$ cat config.mk
export PLATFORM = sky130hd
export DESIGN_NAME = psm_wr_buffer
export DESIGN_NICKNAME = d
export VERILOG_FILES = /design/src/rtl/psm_wr_buffer.sv
export SDC_FILE = /design/constraint.sdc
export NUM_CORES = 1
export LEC_CHECK = 0
export ABC_AREA = 0
export ABC_CLOCK_PERIOD_IN_PS = 3300
export CORE_MARGIN = 2
export CORE_UTILIZATION = 62
export CTS_CLUSTER_DIAMETER = 40
export DETAILED_ROUTE_END_ITERATION = 8
export DONT_BUFFER_PORTS = 1
export PLACE_DENSITY = 0.75
export SETUP_SLACK_MARGIN = 0.02
export SLEW_MARGIN = 20
export SYNTH_ARGS = -nofsm -noshare
export SYNTH_HDL_FRONTEND = slang
export SYNTH_SLANG_ARGS = --single-unit
$ cat constraint.sdc
create_clock -name i_clk -period 3.3 [get_ports i_clk]
set_clock_uncertainty 0.05 [all_clocks]
set_input_delay 0.66 -clock i_clk [delete_from_list [all_inputs] [get_ports i_clk]]
set_output_delay 0.66 -clock i_clk [all_outputs]
set_load 0.005 [all_outputs]
$ cat src/rtl/psm_wr_buffer.sv
// psm_wr_buffer: write-side data buffer for the partial-sum manager.
// It stores SRAM-word-wide partial-sum vectors from the array drain path in a FIFO.
// Each cycle it merges the head entry with the index counter's address and lane mask
// to form one registered, masked SRAM write. The counter's pop strobe retires the head.
//
// Ports:
//   i_clk, i_rst                clock; asynchronous active-high reset
//   i_clear                     synchronous flush of FIFO, write strobe and error flags
//   i_push, i_push_data         FIFO write side (lane 0 = bits [OC_W-1:0])
//   o_full, o_empty, o_count    FIFO occupancy status (registered)
//   i_cnt_en, i_mask,
//   i_sram_addr, i_pop          index-counter pipeline inputs
//   o_sram_wren/addr/wdata/
//   o_sram_wmask                registered SRAM write port
//   o_ovf_err, o_udf_err        sticky overflow and underflow flags
module psm_wr_buffer #(
    parameter int unsigned OC_W    = 16,
    parameter int unsigned SRAMC_N = 2,
    parameter int unsigned ADRC_W  = 8,
    parameter int unsigned DEPTH   = 4
) (
    input  logic                         i_clk,
    input  logic                         i_rst,
    input  logic                         i_clear,
    input  logic                         i_push,
    input  logic [SRAMC_N*OC_W-1:0]      i_push_data,
    output logic                         o_full,
    output logic                         o_empty,
    input  logic                         i_cnt_en,
    input  logic [SRAMC_N-1:0]           i_mask,
    input  logic [ADRC_W-1:0]            i_sram_addr,
    input  logic                         i_pop,
    output logic                         o_sram_wren,
    output logic [ADRC_W-1:0]            o_sram_addr,
    output logic [SRAMC_N*OC_W-1:0]      o_sram_wdata,
    output logic [SRAMC_N-1:0]           o_sram_wmask,
    output logic                         o_ovf_err,
    output logic                         o_udf_err,
    output logic [$clog2(DEPTH+1)-1:0]   o_count
);

    localparam int unsigned DATA_W = SRAMC_N * OC_W;
    localparam int unsigned PTR_W  = $clog2(DEPTH);
    localparam int unsigned CNT_W  = $clog2(DEPTH + 1);

    logic [DATA_W-1:0] mem [DEPTH];
    logic [PTR_W-1:0]  wr_ptr;
    logic [PTR_W-1:0]  rd_ptr;

    logic              pop_eff;
    logic              push_ok;
    logic              wr_req;
    logic              wr_go;
    logic              udf_evt;
    logic [DATA_W-1:0] head;
    logic [DATA_W-1:0] wdata_nxt;
    logic [CNT_W-1:0]  count_nxt;

    // Handshake decode. A full FIFO still accepts a push when the head retires in the same cycle.
    always_comb begin
        pop_eff = i_pop && i_cnt_en && !o_empty;
        push_ok = i_push && (!o_full || pop_eff);
        wr_req  = i_cnt_en && (|i_mask);
        wr_go   = wr_req && !o_empty;
        udf_evt = o_empty && ((i_pop && i_cnt_en) || wr_req);
        head    = mem[rd_ptr];
    end

    // Lane masking: a lane whose mask bit is clear is driven to zero.
    always_comb begin
        wdata_nxt = '0;
        for (int unsigned l = 0; l < SRAMC_N; l++) begin
            if (i_mask[l]) begin
                wdata_nxt[l*OC_W +: OC_W] = head[l*OC_W +: OC_W];
            end
        end
    end

    // Next occupancy
    always_comb begin
        count_nxt = o_count;
        case ({push_ok, pop_eff})
            2'b10:   count_nxt = o_count + CNT_W'(1);
            2'b01:   count_nxt = o_count - CNT_W'(1);
            default: count_nxt = o_count;
        endcase
    end

    // Storage array. It has no reset because its contents only matter once they are pushed.
    always_ff @(posedge i_clk) begin
        if (push_ok && !i_clear) begin
            mem[wr_ptr] <= i_push_data;
        end
    end

    // Pointers, status, error flags and the SRAM write register
    always_ff @(posedge i_clk or posedge i_rst) begin
        if (i_rst) begin
            wr_ptr       <= '0;
            rd_ptr       <= '0;
            o_count      <= '0;
            o_empty      <= 1'b1;
            o_full       <= 1'b0;
            o_sram_wren  <= 1'b0;
            o_sram_addr  <= '0;
            o_sram_wdata <= '0;
            o_sram_wmask <= '0;
            o_ovf_err    <= 1'b0;
            o_udf_err    <= 1'b0;
        end else if (i_clear) begin
            wr_ptr      <= '0;
            rd_ptr      <= '0;
            o_count     <= '0;
            o_empty     <= 1'b1;
            o_full      <= 1'b0;
            o_sram_wren <= 1'b0;
            o_ovf_err   <= 1'b0;
            o_udf_err   <= 1'b0;
        end else begin
            if (push_ok) begin
                wr_ptr <= wr_ptr + PTR_W'(1);
            end
            if (pop_eff) begin
                rd_ptr <= rd_ptr + PTR_W'(1);
            end
            o_count <= count_nxt;
            o_empty <= (count_nxt == '0);
            o_full  <= (count_nxt == CNT_W'(DEPTH));
            if (i_push && !push_ok) begin
                o_ovf_err <= 1'b1;
            end
            if (udf_evt) begin
                o_udf_err <= 1'b1;
            end
            // The write reads the head before any same-cycle retirement takes effect.
            o_sram_wren <= wr_go;
            if (wr_go) begin
                o_sram_addr  <= i_sram_addr;
                o_sram_wdata <= wdata_nxt;
                o_sram_wmask <= i_mask;
            end
        end
    end

endmodule

Yosys cells after proc, flatten, opt, wreduce, memory -nomap -nowiden --
Memory sizes are Yosys's and may differ from the RTL's. Cells that the tools add are included.
Operators by class: $add $sub $neg 4, equality and inequality tests 3, multiplexer cells 17, bitwise gates (word level) 1, reduce and logical (&&, ||, !) cells 21
Operator list (count):
- $mux 16 | 2
- $mux 1 | 9
- $logic_and 1x1->1 | 8
- $mux 2 | 4
- $reduce_bool 2->1 | 4
- $pmux 3 s2 | 1
- $add 2x1->2 const B | 2
- $logic_not 1->1 | 4
- $add 3x1->3 const B | 1
- $eq 3x3->1 const B | 1
- $logic_not 3->1 | 1
- $mux 3 | 1
- $sub 3x1->3 const B | 1
- $eq 2x1->1 const B | 1
- $eq 2x2->1 const B | 1
- $logic_or 1x1->1 | 2
- $reduce_and 2->1 | 1
- $reduce_or 2->1 | 1
- $not 1->1 | 1
Word-level totals: register bits after elaboration 54, RAM bits 128, input bits 48, output and inout bits 50, word-level logic and storage cells 58, memories kept 1
Memories:
- mem | words 4, width 32, read ports 1, clocked after memory_dff 0, wr ports 1, line 46 | logic [DATA_W-1:0] mem [DEPTH];

Depth between registers and ports, before layout --
Gate-level depths: netlist (run 1).
depth in word-level cells 8, gate-level depth with buffers 9, gate-level depth less buffers 9

Worst setup path after synthesis (run 1) --
Ideal clock, no wire load.
kind input port to flip-flop, from input port i_pop, to register o_empty, library setup time 0.078 ns, arrival time 2.473 ns, required time 3.172 ns, slack 0.698 ns, cell stages on the path 9, buffers on the path 0, cells stage by stage nand3b_1 > a21boi_0 > inv_1 > ha_1 > inv_1 > fa_1 > nor2b_1 > a21o_1 > a31o_2
Between the ends: cells in the longest elaborated chain, start to end 8, elaborated cells between the ends (all ways) 9, classes of those cells eq/ne: 2; mux: 2; reduce/logical: 5
Ends and longest elaborated chain:
- start: declaration | line 32 | input logic i_pop,
- $logic_and 1x1->1 * (2 in a row) | line 61 | pop_eff = i_pop && i_cnt_en && !o_empty;
- $logic_or 1x1->1 | line 62 | push_ok = i_push && (!o_full || pop_eff);
- $logic_and 1x1->1 | line 62
- $eq 2x1->1 or $eq 2x2->1 (tied branches) | line 82 | case ({push_ok, pop_eff})
- $pmux 3 s2 * | line 82
- $logic_not 3->1 * | line 127 | o_empty <= (count_nxt == '0);
- $mux 1 * | line 110 | end else if (i_clear) begin
- end signal: assignment | line 127
- end: declaration | line 28 | output logic o_empty,
Every way passes the cells marked *; elsewhere a longest branch is shown, timed or not. A chain may end at the register's enable or synchronous reset.

Worst setup path after layout (run 1) --
from register o_empty, to register o_full
Between the ends: cells in the longest elaborated chain, start to end 8, elaborated cells between the ends (all ways) 9, classes of those cells eq/ne: 3; mux: 2; reduce/logical: 4
Ends and longest elaborated chain:
- $logic_not 1->1 * | line 61
- $logic_and 1x1->1 * | line 61
- $logic_or 1x1->1 | line 62
- $logic_and 1x1->1 | line 62
- $eq 2x1->1 or $eq 2x2->1 (tied branches) | line 82
- $pmux 3 s2 * | line 82
- $eq 3x3->1 * | line 128 | o_full <= (count_nxt == CNT_W'(DEPTH));
- $mux 1 * | line 110
- end signal: assignment | line 128
- end: declaration | line 27 | output logic o_full,
Marked as above.

==> results of run 1 <==
[worst max-delay path, stage by stage, from the launching register on]
cell	delay, ns
sky130_fd_sc_hd__dfstp_2	0.57
sky130_fd_sc_hd__nand3b_1	0.15
sky130_fd_sc_hd__a21boi_0	0.10
sky130_fd_sc_hd__buf_4	0.17
sky130_fd_sc_hd__inv_1	0.05
sky130_fd_sc_hd__ha_1	0.16
sky130_fd_sc_hd__inv_1	0.06
sky130_fd_sc_hd__fa_1	0.37
sky130_fd_sc_hd__xor2_1	0.15
sky130_fd_sc_hd__or3_1	0.36
sky130_fd_sc_hd__a211oi_1	0.28
[stage by stage]
| stage | area, µm² | utilization [%] | power, µW | hold WS (ns) |
|---|---|---|---|---|
| 4_1_cts | 7510 | 69.6 | 5160 | 0.106 |
| 3_3_place_gp | 6980 | 64.7 | 3300 | 0.443 |
| 2_1_floorplan | 6800 | - | 3200 | 0.424 |
| 6_report | 7520 | 69.6 | 5110 | 0.0961 |
| 5_1_grt | 7520 | 69.6 | 5330 | 0.106 |
| 3_5_place_dp | 6980 | 64.7 | 3320 | 0.451 |
[registers in the layout, indices dropped and copies added (netlist names)]
signal and flops:
o_sram_wdata 32, o_ovf_err 1, mem 128, o_sram_wmask 2, o_empty 1, wr_ptr 2, rd_ptr 2, o_full 1
o_sram_wren 1, o_sram_addr 8, o_count 3, o_udf_err 1
[cell type report]
type                    count  area [µm²]  share of cell area (%)
repair buffers              9        80.1                    1.07
clock buffers              18         418                    5.56
clock inverters            14         116                    1.55
inverters                  11        42.5                   0.566
well taps                 140         175                    2.33
multi-input cells         119        1490                    19.8
flip-flops and latches    182        5200                    69.2
[worst paths after layout]
| kind | slack (ns) | cells after the start | startpoint | endpoint |
|---|---|---|---|---|
| setup / recovery | 0.72 | 10 | o_empty$_DFF_PP1_ | o_full$_DFF_PP0_ |
| hold / removal | 0.1 | 1 | i_rst | o_sram_addr[6]$_DFFE_PP0P_ |
| setup reg to reg | 0.72 | 10 | o_empty$_DFF_PP1_ | o_full$_DFF_PP0_ |
| hold reg to reg | 0.46 | 1 | o_sram_wmask[1]$_DFFE_PP0P_ | o_sram_wmask[1]$_DFFE_PP0P_ |
| max in group asynchronous | 2.46 | 2 | i_rst | o_sram_addr[4]$_DFFE_PP0P_ |
| min in group i_clk | 0.14 | 1 | i_clear | rd_ptr[1]$_DFFE_PP0P_ |
[cell usage in the layout, fill, tap and decap left out, types with 2 or more instances in the layout]
master                      Yosys  routed
sky130_fd_sc_hd__ha_1           5       5
sky130_fd_sc_hd__xor2_1         3       3
sky130_fd_sc_hd__edfxtp_1     128     128
sky130_fd_sc_hd__a211oi_1       2       2
sky130_fd_sc_hd__buf_4          0       8
sky130_fd_sc_hd__nor3b_2        2       2
sky130_fd_sc_hd__dfrtp_2        0       2
sky130_fd_sc_hd__a31oi_1        2       2
sky130_fd_sc_hd__and3_2         0       4
sky130_fd_sc_hd__mux2_2         4       4
sky130_fd_sc_hd__mux4_2        32      32
sky130_fd_sc_hd__clkinv_2       0       7
sky130_fd_sc_hd__mux2_4         5       5
sky130_fd_sc_hd__inv_1         11      10
sky130_fd_sc_hd__dfrtp_1       53      51
sky130_fd_sc_hd__or3_1          3       2
sky130_fd_sc_hd__clkbuf_16      0      16
sky130_fd_sc_hd__nor2_1         8       8
sky130_fd_sc_hd__bufinv_16      0       2
sky130_fd_sc_hd__a21oi_1        2       2
sky130_fd_sc_hd__a22o_1        32      32
sky130_fd_sc_hd__clkinv_1       0       5
sky130_fd_sc_hd__a21o_1         3       3
[layer usage]
layer  vias up  part of all wire, %
met3        12                  7.1
met2        87                   51
met4         0                  1.5
li1       1338                    -
met1      1574                   41
met5         -                    0
[cell families (layout without fill, tap and decap cells)]
family	after synthesis	after routing	share of synthesized area, %
simple gates	22	22	2.10
fa+ha+maj	6	6	1.21
compound gates	46	46	5.55
flops	182	182	76.4
mux	41	41	12.4
xor+xnor	4	4	0.515
buf+inv	28	52	1.89
[power groups by stage]
stage | clock network [µW] | registers [µW] | logic [µW]
after global placement | 0 | 2920 | 385
after CTS | 1870 | 2880 | 404
after detailed placement | 0 | 2920 | 396
after floorplan | 0 | 2860 | 345
final | 1840 | 2880 | 395
after global routing | 1980 | 2910 | 437
==> metrics.txt, run 1 <==
# TYPE chip_impl_metric gauge
chip_impl_metric{name="cell_internal_pwr",unit="µW"} 3990
chip_impl_info{name="synth.cells.most_frequent",value="sky130_fd_sc_hd__edfxtp_1 (128), sky130_fd_sc_hd__dfrtp_1 (53), sky130_fd_sc_hd__a22o_1 (32), sky130_fd_sc_hd__mux4_2 (32), sky130_fd_sc_hd__inv_1 (11)"} 1
chip_impl_metric{name="grt_start_max_net_pins",unit=""} 45
chip_impl_metric{name="antenna-diode-count",unit=""} 0
chip_impl_metric{name="slew_violations",unit=""} 0
chip_impl_metric{name="clock_sinks",unit=""} 182
chip_impl_metric{name="number_of_antenna_violations_at_the_first_check_in_global_routing",unit=""} 0
chip_impl_metric{name="io_buffer_count",unit=""} 0
chip_impl_metric{name="core_area",unit="µm²"} 10800
chip_impl_info{name="status",value="finished, final reports clean"} 1
chip_impl_metric{name="cts.htree.levels",unit=""} 4
chip_impl_metric{name="number_of_vias_per_cell",unit=""} 6.11
chip_impl_metric{name="stdcell_count",unit=""} 493
chip_impl_info{name="busiest_layer",value="met2"} 1
chip_impl_metric{name="critPathRequiredTime",unit="ns"} 3.68
chip_impl_info{name="cp-end-kind",value="register"} 1
chip_impl_metric{name="cts_made_buffers",unit=""} 17
chip_impl_metric{name="drc",unit=""} 0
chip_impl_metric{name="wirelength",unit="µm"} 11400
chip_impl_metric{name="number_of_distinct_library_cells_after_synthesis",unit=""} 33
chip_impl_metric{name="post_synth.cell_area_avg",unit="µm²"} 20.7
chip_impl_info{name="synth-main-ff-cell",value="sky130_fd_sc_hd__edfxtp_1"} 1
chip_impl_metric{name="nNetsFinal",unit=""} 394
chip_impl_metric{name="pwr-share-clk",unit="%"} 35.9
chip_impl_metric{name="cts_setup_buffers",unit=""} 0
chip_impl_metric{name="grt_pass1_vias",unit=""} 3233
chip_impl_metric{name="switchingPower",unit="µW"} 1120
chip_impl_metric{name="die_h",unit="µm"} 109
chip_impl_metric{name="grt-ovfl-total",unit=""} 0
chip_impl_info{name="synth.area.top_cells",value="sky130_fd_sc_hd__edfxtp_1 (56%), sky130_fd_sc_hd__dfrtp_1 (19%), sky130_fd_sc_hd__mux4_2 (11%)"} 1
chip_impl_info{name="cts_tree",value="yes"} 1
chip_impl_metric{name="grtUsageMet2",unit="%"} 34.9
chip_impl_info{name="worstHoldPathType",value="in -> async"} 1
chip_impl_metric{name="slew-limit-headroom",unit="%"} 35.8
chip_impl_metric{name="final.period_utilization",unit="%"} 78.3
chip_impl_metric{name="grt_use_met1",unit="%"} 25.8
chip_impl_metric{name="gp_congestion",unit=""} 0.713
chip_impl_metric{name="design.portCount",unit=""} 98
chip_impl_metric{name="critical_path_peak_fanout",unit=""} 7
chip_impl_metric{name="setup_viol",unit=""} 0
chip_impl_metric{name="layout-drive-gt1-share",unit="%"} 25.2
chip_impl_info{name="yosysMostFrequentCell",value="sky130_fd_sc_hd__edfxtp_1"} 1
chip_impl_metric{name="switching_share",unit="%"} 21.9
chip_impl_metric{name="setup_slack",unit="ns"} 0.718
chip_impl_metric{name="period_needed",unit="ns"} 2.58
chip_impl_metric{name="synth.top_cell.area_share",unit="%"} 56.5
chip_impl_metric{name="synthCells",unit=""} 329
chip_impl_metric{name="floorplan.die.width",unit="µm"} 109
chip_impl_metric{name="clkSlewWorstSetupHoldPaths",unit="ns"} 0.06
chip_impl_metric{name="place_worst_setup_slack",unit="ns"} 0.697
chip_impl_metric{name="global_route.usage.total",unit="%"} 21.4
chip_impl_info{name="path_class",value="reg -> reg"} 1
chip_impl_metric{name="comb_power_share",unit="%"} 7.7
chip_impl_metric{name="finalSetupTns",unit="ns"} 0
chip_impl_metric{name="clock_latency_late_sink",unit="ns"} 0.53
chip_impl_metric{name="max-cap-violations",unit=""} 0
chip_impl_metric{name="worst_ep_arrival_time",unit="ns"} 2.96
chip_impl_metric{name="initialDrtViolationCount",unit=""} 214
chip_impl_metric{name="synth_enable_flop_cells",unit=""} 128
chip_impl_info{name="cts-root-buf",value="sky130_fd_sc_hd__clkbuf_8"} 1
chip_impl_metric{name="power_leakage",unit="µW"} 0.00270
chip_impl_metric{name="detailedRoute.firstPassIterationCount",unit=""} 4
chip_impl_metric{name="syn_to_final_growth",unit="%"} 10.5
chip_impl_metric{name="synth.ff_latch_count",unit=""} 182
chip_impl_metric{name="rows",unit=""} 38
chip_impl_metric{name="asyncSetResetFlopFracSynth",unit="%"} 29.7
chip_impl_info{name="post-synth-top-area-cell",value="sky130_fd_sc_hd__edfxtp_1"} 1
chip_impl_metric{name="detail-route-antenna-nets",unit=""} 0
chip_impl_metric{name="gr-usage-met3",unit="%"} 8.43
chip_impl_metric{name="grt_first_pass_wirelength",unit="µm"} 17700
chip_impl_metric{name="power-per-cell-area",unit="nW/µm²"} 679
chip_impl_metric{name="synth-seq-area-share",unit="%"} 76.4
chip_impl_metric{name="fill_cells",unit=""} 659
chip_impl_metric{name="cts_max_path_buffers",unit=""} 2
chip_impl_metric{name="placedCellCount",unit=""} 461
chip_impl_metric{name="peakVddDrop",unit="mV"} 0.434
chip_impl_metric{name="wl_per_cell",unit="µm"} 23.1
chip_impl_metric{name="initial_core_utilization",unit="%"} 63.0
chip_impl_metric{name="fmax",unit="MHz"} 387
chip_impl_info{name="worst_setup_path_start_kind",value="register"} 1
chip_impl_metric{name="hpwl_after_detailed_placement",unit="µm"} 6760
chip_impl_metric{name="finalHoldViolCount",unit=""} 0
chip_impl_metric{name="ctsResizeCount",unit=""} 0
chip_impl_metric{name="share_of_total_power_in_sequential_cells",unit="%"} 56.3
chip_impl_metric{name="yosysWarningCount",unit=""} 0
chip_impl_metric{name="worst_pin_slew",unit="ns"} 0.962
chip_impl_info{name="rsz0062_at_grt",value="no"} 1
chip_impl_metric{name="vias",unit=""} 3011
chip_impl_metric{name="syn-num-nets",unit=""} 383
chip_impl_metric{name="floorplan_die_area",unit="µm²"} 11800
chip_impl_metric{name="synth_area",unit="µm²"} 6800
chip_impl_metric{name="cts_hold_repair.buffers",unit=""} 0
No activity file was read; power rests on OpenSTA's default activity.
==> inputs of run 2 (changes only) <==
Settings changed: ABC_CLOCK_PERIOD_IN_PS 3300 to 2100, CORE_UTILIZATION 62 to 56, PLACE_DENSITY 0.75 to 0.71.
Clock period 3.3 ns to 2.1 ns, I/O delays scaled along.
==> run 2 against run 1 <==
Against the previous run: the flow now finishes with violations (setup timing); critical path type unchanged; count of clock-buffer cells in the layout grew 4; maximum frequency grew 15%; setup slack worse by 0.86 ns; die area increased by 10%; combinational power is 79% higher; highest routed layer unchanged; largest cell class unchanged; sequential cell count did not move; worst hold slack got worse by 0.086 ns; critical path depth is 1 lower.
==> metrics.txt, run 2 (same netlist as run 1, synthesis figures left out) <==
# TYPE chip_impl_metric gauge
chip_impl_info{name="status",value="finished with violations"} 1
chip_impl_metric{name="final.period_utilization",unit="%"} 107
chip_impl_info{name="cts-root-buf",value="sky130_fd_sc_hd__clkbuf_16"} 1
chip_impl_metric{name="fin_hold_ws",unit="ns"} 0.00969
chip_impl_metric{name="layout-drive-gt1-share",unit="%"} 30.6
chip_impl_metric{name="cts_max_path_buffers",unit=""} 2
chip_impl_metric{name="floorplan_die_area",unit="µm²"} 13000
chip_impl_metric{name="initial_core_utilization",unit="%"} 57.1
chip_impl_metric{name="place_worst_setup_slack",unit="ns"} -0.225
chip_impl_metric{name="setup_viol",unit=""} 3
chip_impl_info{name="failed_checks",value="setup timing"} 1
chip_impl_metric{name="cell_internal_pwr",unit="µW"} 6430
chip_impl_metric{name="syn_to_final_growth",unit="%"} 14.9
chip_impl_metric{name="grt_first_pass_wirelength",unit="µm"} 18500
chip_impl_metric{name="share_of_total_power_in_sequential_cells",unit="%"} 55.0
chip_impl_info{name="largestRegisters",value="mem (128), o_sram_wdata (32), o_sram_addr (8)"} 1
chip_impl_metric{name="number_of_antenna_violations_at_the_first_check_in_global_routing",unit=""} 0
chip_impl_metric{name="vias",unit=""} 3145
chip_impl_metric{name="cts.htree.levels",unit=""} 4
chip_impl_metric{name="fmax",unit="MHz"} 446
chip_impl_metric{name="design.portCount",unit=""} 98
chip_impl_metric{name="pwr-share-clk",unit="%"} 36.4
chip_impl_metric{name="cts_made_buffers",unit=""} 17
chip_impl_metric{name="initialDrtViolationCount",unit=""} 116
chip_impl_metric{name="wl_per_cell",unit="µm"} 22.5
chip_impl_metric{name="global_route.usage.total",unit="%"} 20.0
chip_impl_metric{name="antenna-diode-count",unit=""} 0
chip_impl_metric{name="max-cap-violations",unit=""} 0
chip_impl_info{name="largest_register",value="mem"} 1
chip_impl_metric{name="switchingPower",unit="µW"} 1770
chip_impl_metric{name="wirelength",unit="µm"} 11800
chip_impl_info{name="cts_tree",value="yes"} 1
chip_impl_info{name="worstHoldPathType",value="in -> reg"} 1
chip_impl_metric{name="finalHoldViolCount",unit=""} 0
chip_impl_metric{name="comb_power_share",unit="%"} 8.6
chip_impl_metric{name="finalSetupTns",unit="ns"} -0.340
chip_impl_metric{name="clock_latency_late_sink",unit="ns"} 0.42
chip_impl_metric{name="slew_violations",unit=""} 0
chip_impl_metric{name="grt-ovfl-total",unit=""} 0
chip_impl_metric{name="power_leakage",unit="µW"} 0.00285
chip_impl_metric{name="io_buffer_count",unit=""} 0
chip_impl_metric{name="grt_pass1_vias",unit=""} 3512
chip_impl_metric{name="drc",unit=""} 0
chip_impl_metric{name="clock_sinks",unit=""} 182
chip_impl_metric{name="grt_start_max_net_pins",unit=""} 25
chip_impl_info{name="rsz0062_at_grt",value="yes"} 1
chip_impl_metric{name="flip_flop_count_of_the_largest_register_all_copies_and_words_added",unit=""} 128
chip_impl_info{name="layout_commonest_cell",value="sky130_fd_sc_hd__edfxtp_1"} 1
chip_impl_metric{name="switching_share",unit="%"} 21.6
chip_impl_metric{name="power-per-cell-area",unit="nW/µm²"} 1050
chip_impl_metric{name="nNetsFinal",unit=""} 417
chip_impl_metric{name="peakVddDrop",unit="mV"} 0.667
chip_impl_metric{name="hpwl_after_detailed_placement",unit="µm"} 7330
chip_impl_metric{name="floorplan.die.width",unit="µm"} 114
chip_impl_metric{name="worst_pin_slew",unit="ns"} 0.444
chip_impl_metric{name="critical_path_peak_fanout",unit=""} 3
chip_impl_metric{name="core_area",unit="µm²"} 11900
chip_impl_metric{name="worst_ep_arrival_time",unit="ns"} 2.55
chip_impl_metric{name="rows",unit=""} 40
chip_impl_metric{name="detail-route-antenna-nets",unit=""} 0
chip_impl_metric{name="number_of_vias_per_cell",unit=""} 6.01
chip_impl_info{name="path_class",value="reg -> reg"} 1
chip_impl_metric{name="critPathRequiredTime",unit="ns"} 2.41
chip_impl_metric{name="slew-limit-headroom",unit="%"} 70.2
chip_impl_metric{name="period_needed",unit="ns"} 2.24
chip_impl_metric{name="gp_congestion",unit=""} 0.794
chip_impl_metric{name="finish.utilization",unit="%"} 65.6
chip_impl_info{name="cp-end-kind",value="register"} 1
chip_impl_metric{name="die_h",unit="µm"} 114
chip_impl_info{name="worst_setup_path_start_kind",value="register"} 1
chip_impl_metric{name="clkSlewWorstSetupHoldPaths",unit="ns"} 0.06
chip_impl_metric{name="setup_slack",unit="ns"} -0.143
chip_impl_metric{name="detailedRoute.firstPassIterationCount",unit=""} 4
chip_impl_info{name="final_cell_mix",value="sky130_fd_sc_hd__edfxtp_1 (128), sky130_fd_sc_hd__dfrtp_1 (51), sky130_fd_sc_hd__mux4_2 (32), sky130_fd_sc_hd__a22o_1 (32), sky130_fd_sc_hd__buf_4 (22)"} 1
run 2: changes by cell type in the layout (fill, tap and decap cells not counted), sizes merged:
cell	change
buf	+17
dlygate4sd3	+6
clkinv	-5
clkbuf	+4
inv	+1
run 2: stage by stage:
| step | cells | instance area [µm²] | power (µW) |
|---|---|---|---|
| final | 523 | 7820 | 8200 |
| after global routing | 523 | 7820 | 8530 |
| after CTS | 520 | 7770 | 8270 |
| after detailed placement | 481 | 7130 | 5260 |
| after global placement | 481 | 7130 | 5230 |
| after floorplan | 329 | 6820 | 5040 |
run 2: power by group through the flow:
stage	logic (µW)	clock network [µW]	registers, µW
5_1_grt	787	3190	4550
2_1_floorplan	546	0	4490
3_3_place_gp	653	0	4570
4_1_cts	702	3050	4510
3_5_place_dp	682	0	4580
6_report	709	2980	4510
run 2: final timing paths:
path	from	to	slack [ns]	cells past startpoint
worst min-delay path	i_clear	o_count[0]$_DFF_PP0_	0.01	1
min in group asynchronous	i_rst	o_sram_addr[6]$_DFFE_PP0P_	0.37	2
worst min register to register	o_sram_wmask[1]$_DFFE_PP0P_	o_sram_wmask[1]$_DFFE_PP0P_	0.46	1
max in group asynchronous	i_rst	o_sram_wdata[21]$_DFFE_PP0P_	0.99	3
worst max register to register	o_empty$_DFF_PP1_	o_empty$_DFF_PP1_	-0.14	9
worst max-delay path	o_empty$_DFF_PP1_	o_empty$_DFF_PP1_	-0.14	9
run 2: timing repair:
action,CTS,global route
gates resized for setup,5,2
endpoints found under the hold margin,20,2
setup endpoints to repair,3,4
pin swaps,1,0
hold buffers,5,1
setup buffers,2,2
run 2: routing by layer:
| metal | vias to the layer above | share of wire, % | global-route usage (%) |
|---|---|---|---|
| met4 | 0 | 1.9 | 9.92 |
| met3 | 19 | 6.4 | 6.88 |
| met2 | 92 | 54 | 33.5 |
| met5 | - | 0 | 0 |
| li1 | 1386 | - | - |
| met1 | 1648 | 38 | 23.1 |
run 2: final cells by class:
type / count / area [µm²]
clock buffer: 22 / 454
clock inverter: 10 / 105
tap: 147 / 184
multi-input combinational: 119 / 1530
inverter: 11 / 41.3
timing repair buffer: 32 / 305
fill: 790 / 4100
sequential: 182 / 5200
run 2: worst max-delay path, cell delays in order (launching register included):
cell and delay, ns:
sky130_fd_sc_hd__dfstp_2 0.53, sky130_fd_sc_hd__nand3b_1 0.14, sky130_fd_sc_hd__a21boi_2 0.07, sky130_fd_sc_hd__inv_1 0.07, sky130_fd_sc_hd__ha_2 0.18, sky130_fd_sc_hd__inv_2 0.04
sky130_fd_sc_hd__fa_2 0.32, sky130_fd_sc_hd__xor2_1 0.16, sky130_fd_sc_hd__or3_4 0.37, sky130_fd_sc_hd__a31o_4 0.24
==> inputs of run 3 (changes only) <==
Settings changed: CORE_ASPECT_RATIO set to 1.1.
==> run 3 against run 2 <==
Against the previous run: the run still ends with setup timing left; cell area increased by 0.27%; maximum frequency shrank 1.3%; final cell count rose by 0.38%; first-iteration DRC count up 69%; clock power increased by 5%; die area hardly changed; total power up 1.6%; sequential power hardly changed; count of clock-buffer cells in the layout stayed put; global-route usage up 0.080 points; sequential share of layout area fell by 0.18 points; worst hold slack improved by 0.0075 ns; largest cell class unchanged.
==> metrics.txt, run 3 (same netlist as run 1, synthesis figures left out) <==
# TYPE chip_impl_metric gauge
chip_impl_info{name="status",value="finished with violations"} 1
chip_impl_info{name="failed_checks",value="setup timing"} 1
chip_impl_info{name="cts-root-buf",value="sky130_fd_sc_hd__clkbuf_16"} 1
chip_impl_metric{name="detailed_place.area",unit="µm²"} 7140
chip_impl_info{name="final_cell_mix",value="sky130_fd_sc_hd__edfxtp_1 (128), sky130_fd_sc_hd__dfrtp_1 (51), sky130_fd_sc_hd__mux4_2 (32), sky130_fd_sc_hd__a22o_1 (32), sky130_fd_sc_hd__clkbuf_16 (17)"} 1
chip_impl_metric{name="design_power_total",unit="µW"} 8330
chip_impl_metric{name="fin_hold_ws",unit="ns"} 0.0172
chip_impl_metric{name="floorplan_die_area",unit="µm²"} 13000
chip_impl_metric{name="period_needed",unit="ns"} 2.27
chip_impl_metric{name="worstRegToRegCells",unit=""} 9
chip_impl_metric{name="worst_ep_arrival_time",unit="ns"} 2.57
chip_impl_metric{name="syn_to_final_growth",unit="%"} 15.2
chip_impl_info{name="critical_path.reg2reg.startpoint",value="o_empty$_DFF_PP1_"} 1
chip_impl_metric{name="global_route.usage.total",unit="%"} 20.1
chip_impl_metric{name="cts_max_path_buffers",unit=""} 2
chip_impl_info{name="critPathCapture",value="o_empty$_DFF_PP1_"} 1
chip_impl_metric{name="io_buffer_count",unit=""} 0
chip_impl_metric{name="wl_per_cell",unit="µm"} 23.0
chip_impl_metric{name="vias",unit=""} 3108
chip_impl_metric{name="peakVddDrop",unit="mV"} 0.579
chip_impl_metric{name="drc",unit=""} 0
chip_impl_metric{name="slew_violations",unit=""} 0
chip_impl_metric{name="rows",unit=""} 42
chip_impl_metric{name="max-cap-violations",unit=""} 0
chip_impl_metric{name="floorplan.die.width",unit="µm"} 109
chip_impl_metric{name="number_of_vias_per_cell",unit=""} 5.92
chip_impl_metric{name="design.portCount",unit=""} 98
chip_impl_metric{name="cts_made_buffers",unit=""} 17
chip_impl_metric{name="clock_sinks",unit=""} 182
chip_impl_metric{name="layout-drive-gt1-share",unit="%"} 29.4
chip_impl_info{name="cp-end-kind",value="register"} 1
chip_impl_metric{name="fmax",unit="MHz"} 440
chip_impl_info{name="largest_register",value="mem"} 1
chip_impl_metric{name="grt-ovfl-total",unit=""} 0
chip_impl_info{name="crit_start",value="o_empty$_DFF_PP1_"} 1
chip_impl_metric{name="critical_path_peak_fanout",unit=""} 3
chip_impl_metric{name="worst_pin_slew",unit="ns"} 0.524
chip_impl_metric{name="grt_first_pass_wirelength",unit="µm"} 18600
chip_impl_metric{name="finalHoldViolCount",unit=""} 0
chip_impl_metric{name="detailedRoute.firstPassIterationCount",unit=""} 4
chip_impl_metric{name="die_h",unit="µm"} 120
chip_impl_info{name="worstReg2RegEnd",value="o_empty$_DFF_PP1_"} 1
chip_impl_metric{name="grt_pass1_vias",unit=""} 3422
chip_impl_metric{name="setup_viol",unit=""} 3
chip_impl_info{name="worst_setup_path_start_kind",value="register"} 1
chip_impl_metric{name="antenna-diode-count",unit=""} 0
chip_impl_metric{name="flip_flop_count_of_the_largest_register_all_copies_and_words_added",unit=""} 128
chip_impl_metric{name="critPathRequiredTime",unit="ns"} 2.40
chip_impl_metric{name="slew-limit-headroom",unit="%"} 65.0
chip_impl_metric{name="number_of_antenna_violations_at_the_first_check_in_global_routing",unit=""} 0
chip_impl_metric{name="setup.reg_to_reg.worst_slack",unit="ns"} -0.17
chip_impl_info{name="layout_commonest_cell",value="sky130_fd_sc_hd__edfxtp_1"} 1
chip_impl_metric{name="core_area",unit="µm²"} 11900
chip_impl_metric{name="cts.htree.levels",unit=""} 4
chip_impl_info{name="path_class",value="reg -> reg"} 1
chip_impl_metric{name="setup_slack",unit="ns"} -0.173
chip_impl_info{name="rsz0062_at_grt",value="yes"} 1
chip_impl_metric{name="grt_start_max_net_pins",unit=""} 34
chip_impl_info{name="cts_tree",value="yes"} 1
chip_impl_metric{name="post-route-cell-area",unit="µm²"} 7840
chip_impl_metric{name="clkSlewWorstSetupHoldPaths",unit="ns"} 0.06
chip_impl_metric{name="gp_congestion",unit=""} 0.704
chip_impl_metric{name="nNetsFinal",unit=""} 412
chip_impl_metric{name="final.period_utilization",unit="%"} 108
chip_impl_metric{name="detail-route-antenna-nets",unit=""} 0
chip_impl_metric{name="clock_latency_late_sink",unit="ns"} 0.42
chip_impl_metric{name="hpwl_after_detailed_placement",unit="µm"} 7080
chip_impl_info{name="largestRegisters",value="mem (128), o_sram_wdata (32), o_sram_addr (8)"} 1
chip_impl_metric{name="wirelength",unit="µm"} 12100
chip_impl_metric{name="power-per-cell-area",unit="nW/µm²"} 1060
chip_impl_metric{name="power_leakage",unit="µW"} 0.00284
chip_impl_metric{name="initialDrtViolationCount",unit=""} 196
chip_impl_info{name="worstHoldPathType",value="in -> reg"} 1
chip_impl_metric{name="initial_core_utilization",unit="%"} 57.0
run 3: cell count changes in the layout (fill, tap and decap cells not counted), sizes merged:
| cell | before | now |
|---|---|---|
| clkinvlp | 1 | 3 |
| buf | 26 | 21 |
| clkinv | 7 | 4 |
| bufinv | 2 | 3 |
run 3: metrics by stage:
stage | setup TNS, ns | instances | worst slack, ns | util (%)
after global routing | -0.561 | 525 | -0.217 | 65.7
after global placement | -0.123 | 483 | -0.0740 | 59.9
final | -0.400 | 525 | -0.173 | 65.7
after floorplan | -0.229 | 329 | -0.119 | -
after CTS | -0.375 | 523 | -0.148 | 65.5
after detailed placement | -0.424 | 483 | -0.203 | 59.9
run 3: power breakdown:
group          internal, µW  total, µW  switching (µW)
sequential             4230       4510             280
clock                  1890       3120            1230
combinational           419        698             279
run 3: per-layer routing:
layer  vias up  share of wire [%]  GRT usage (%)
met3        15                7.6           7.50
met5         -                  0              0
met1      1614                 40           24.9
met2       103                 51           31.8
li1       1376                  -              -
met4         0                1.6           8.25
run 3: final cells by class:
cell class,count,area [µm²]
inverters,11,41.3
well taps,154,193
flip-flops and latches,182,5200
fillers,777,4090
multi-input cells,119,1510
repair buffers,27,305
clock inverters,10,130
clock buffers,22,454
run 3: what timing repair did:
action,4_1_cts,5_1_grt
resized for setup,2,3
setup endpoints to repair,3,3
hold buffers,5,1
setup buffers,3,1
endpoints found under the hold margin,28,2
run 3: worst min path at each step:
stage / end / cells past startpoint / startpoint / slack [ns]
5_1_grt: o_count[1]$_DFF_PP0_ / 1 / i_clear / 0.002
6_report: o_count[0]$_DFF_PP0_ / 1 / i_clear / 0.02
3_3_place_gp: o_sram_addr[4]$_DFFE_PP0P_ / 1 / i_rst / 0.32
4_1_cts: o_full$_DFF_PP0_ / 1 / i_clear / -0.01
3_5_place_dp: o_sram_addr[4]$_DFFE_PP0P_ / 1 / i_rst / 0.33
2_1_floorplan: o_sram_wmask[0]$_DFFE_PP0P_ / 1 / o_sram_wmask[0]$_DFFE_PP0P_ / 0.42
run 3: worst max-delay path: stages (launching register included):
cell and delay (ns):
sky130_fd_sc_hd__dfstp_2 0.52, sky130_fd_sc_hd__nand3b_1 0.17, sky130_fd_sc_hd__a21boi_2 0.08, sky130_fd_sc_hd__inv_1 0.06, sky130_fd_sc_hd__ha_2 0.18, sky130_fd_sc_hd__inv_2 0.04
sky130_fd_sc_hd__fa_2 0.34, sky130_fd_sc_hd__xor2_2 0.17, sky130_fd_sc_hd__or3_4 0.35, sky130_fd_sc_hd__a31o_2 0.24
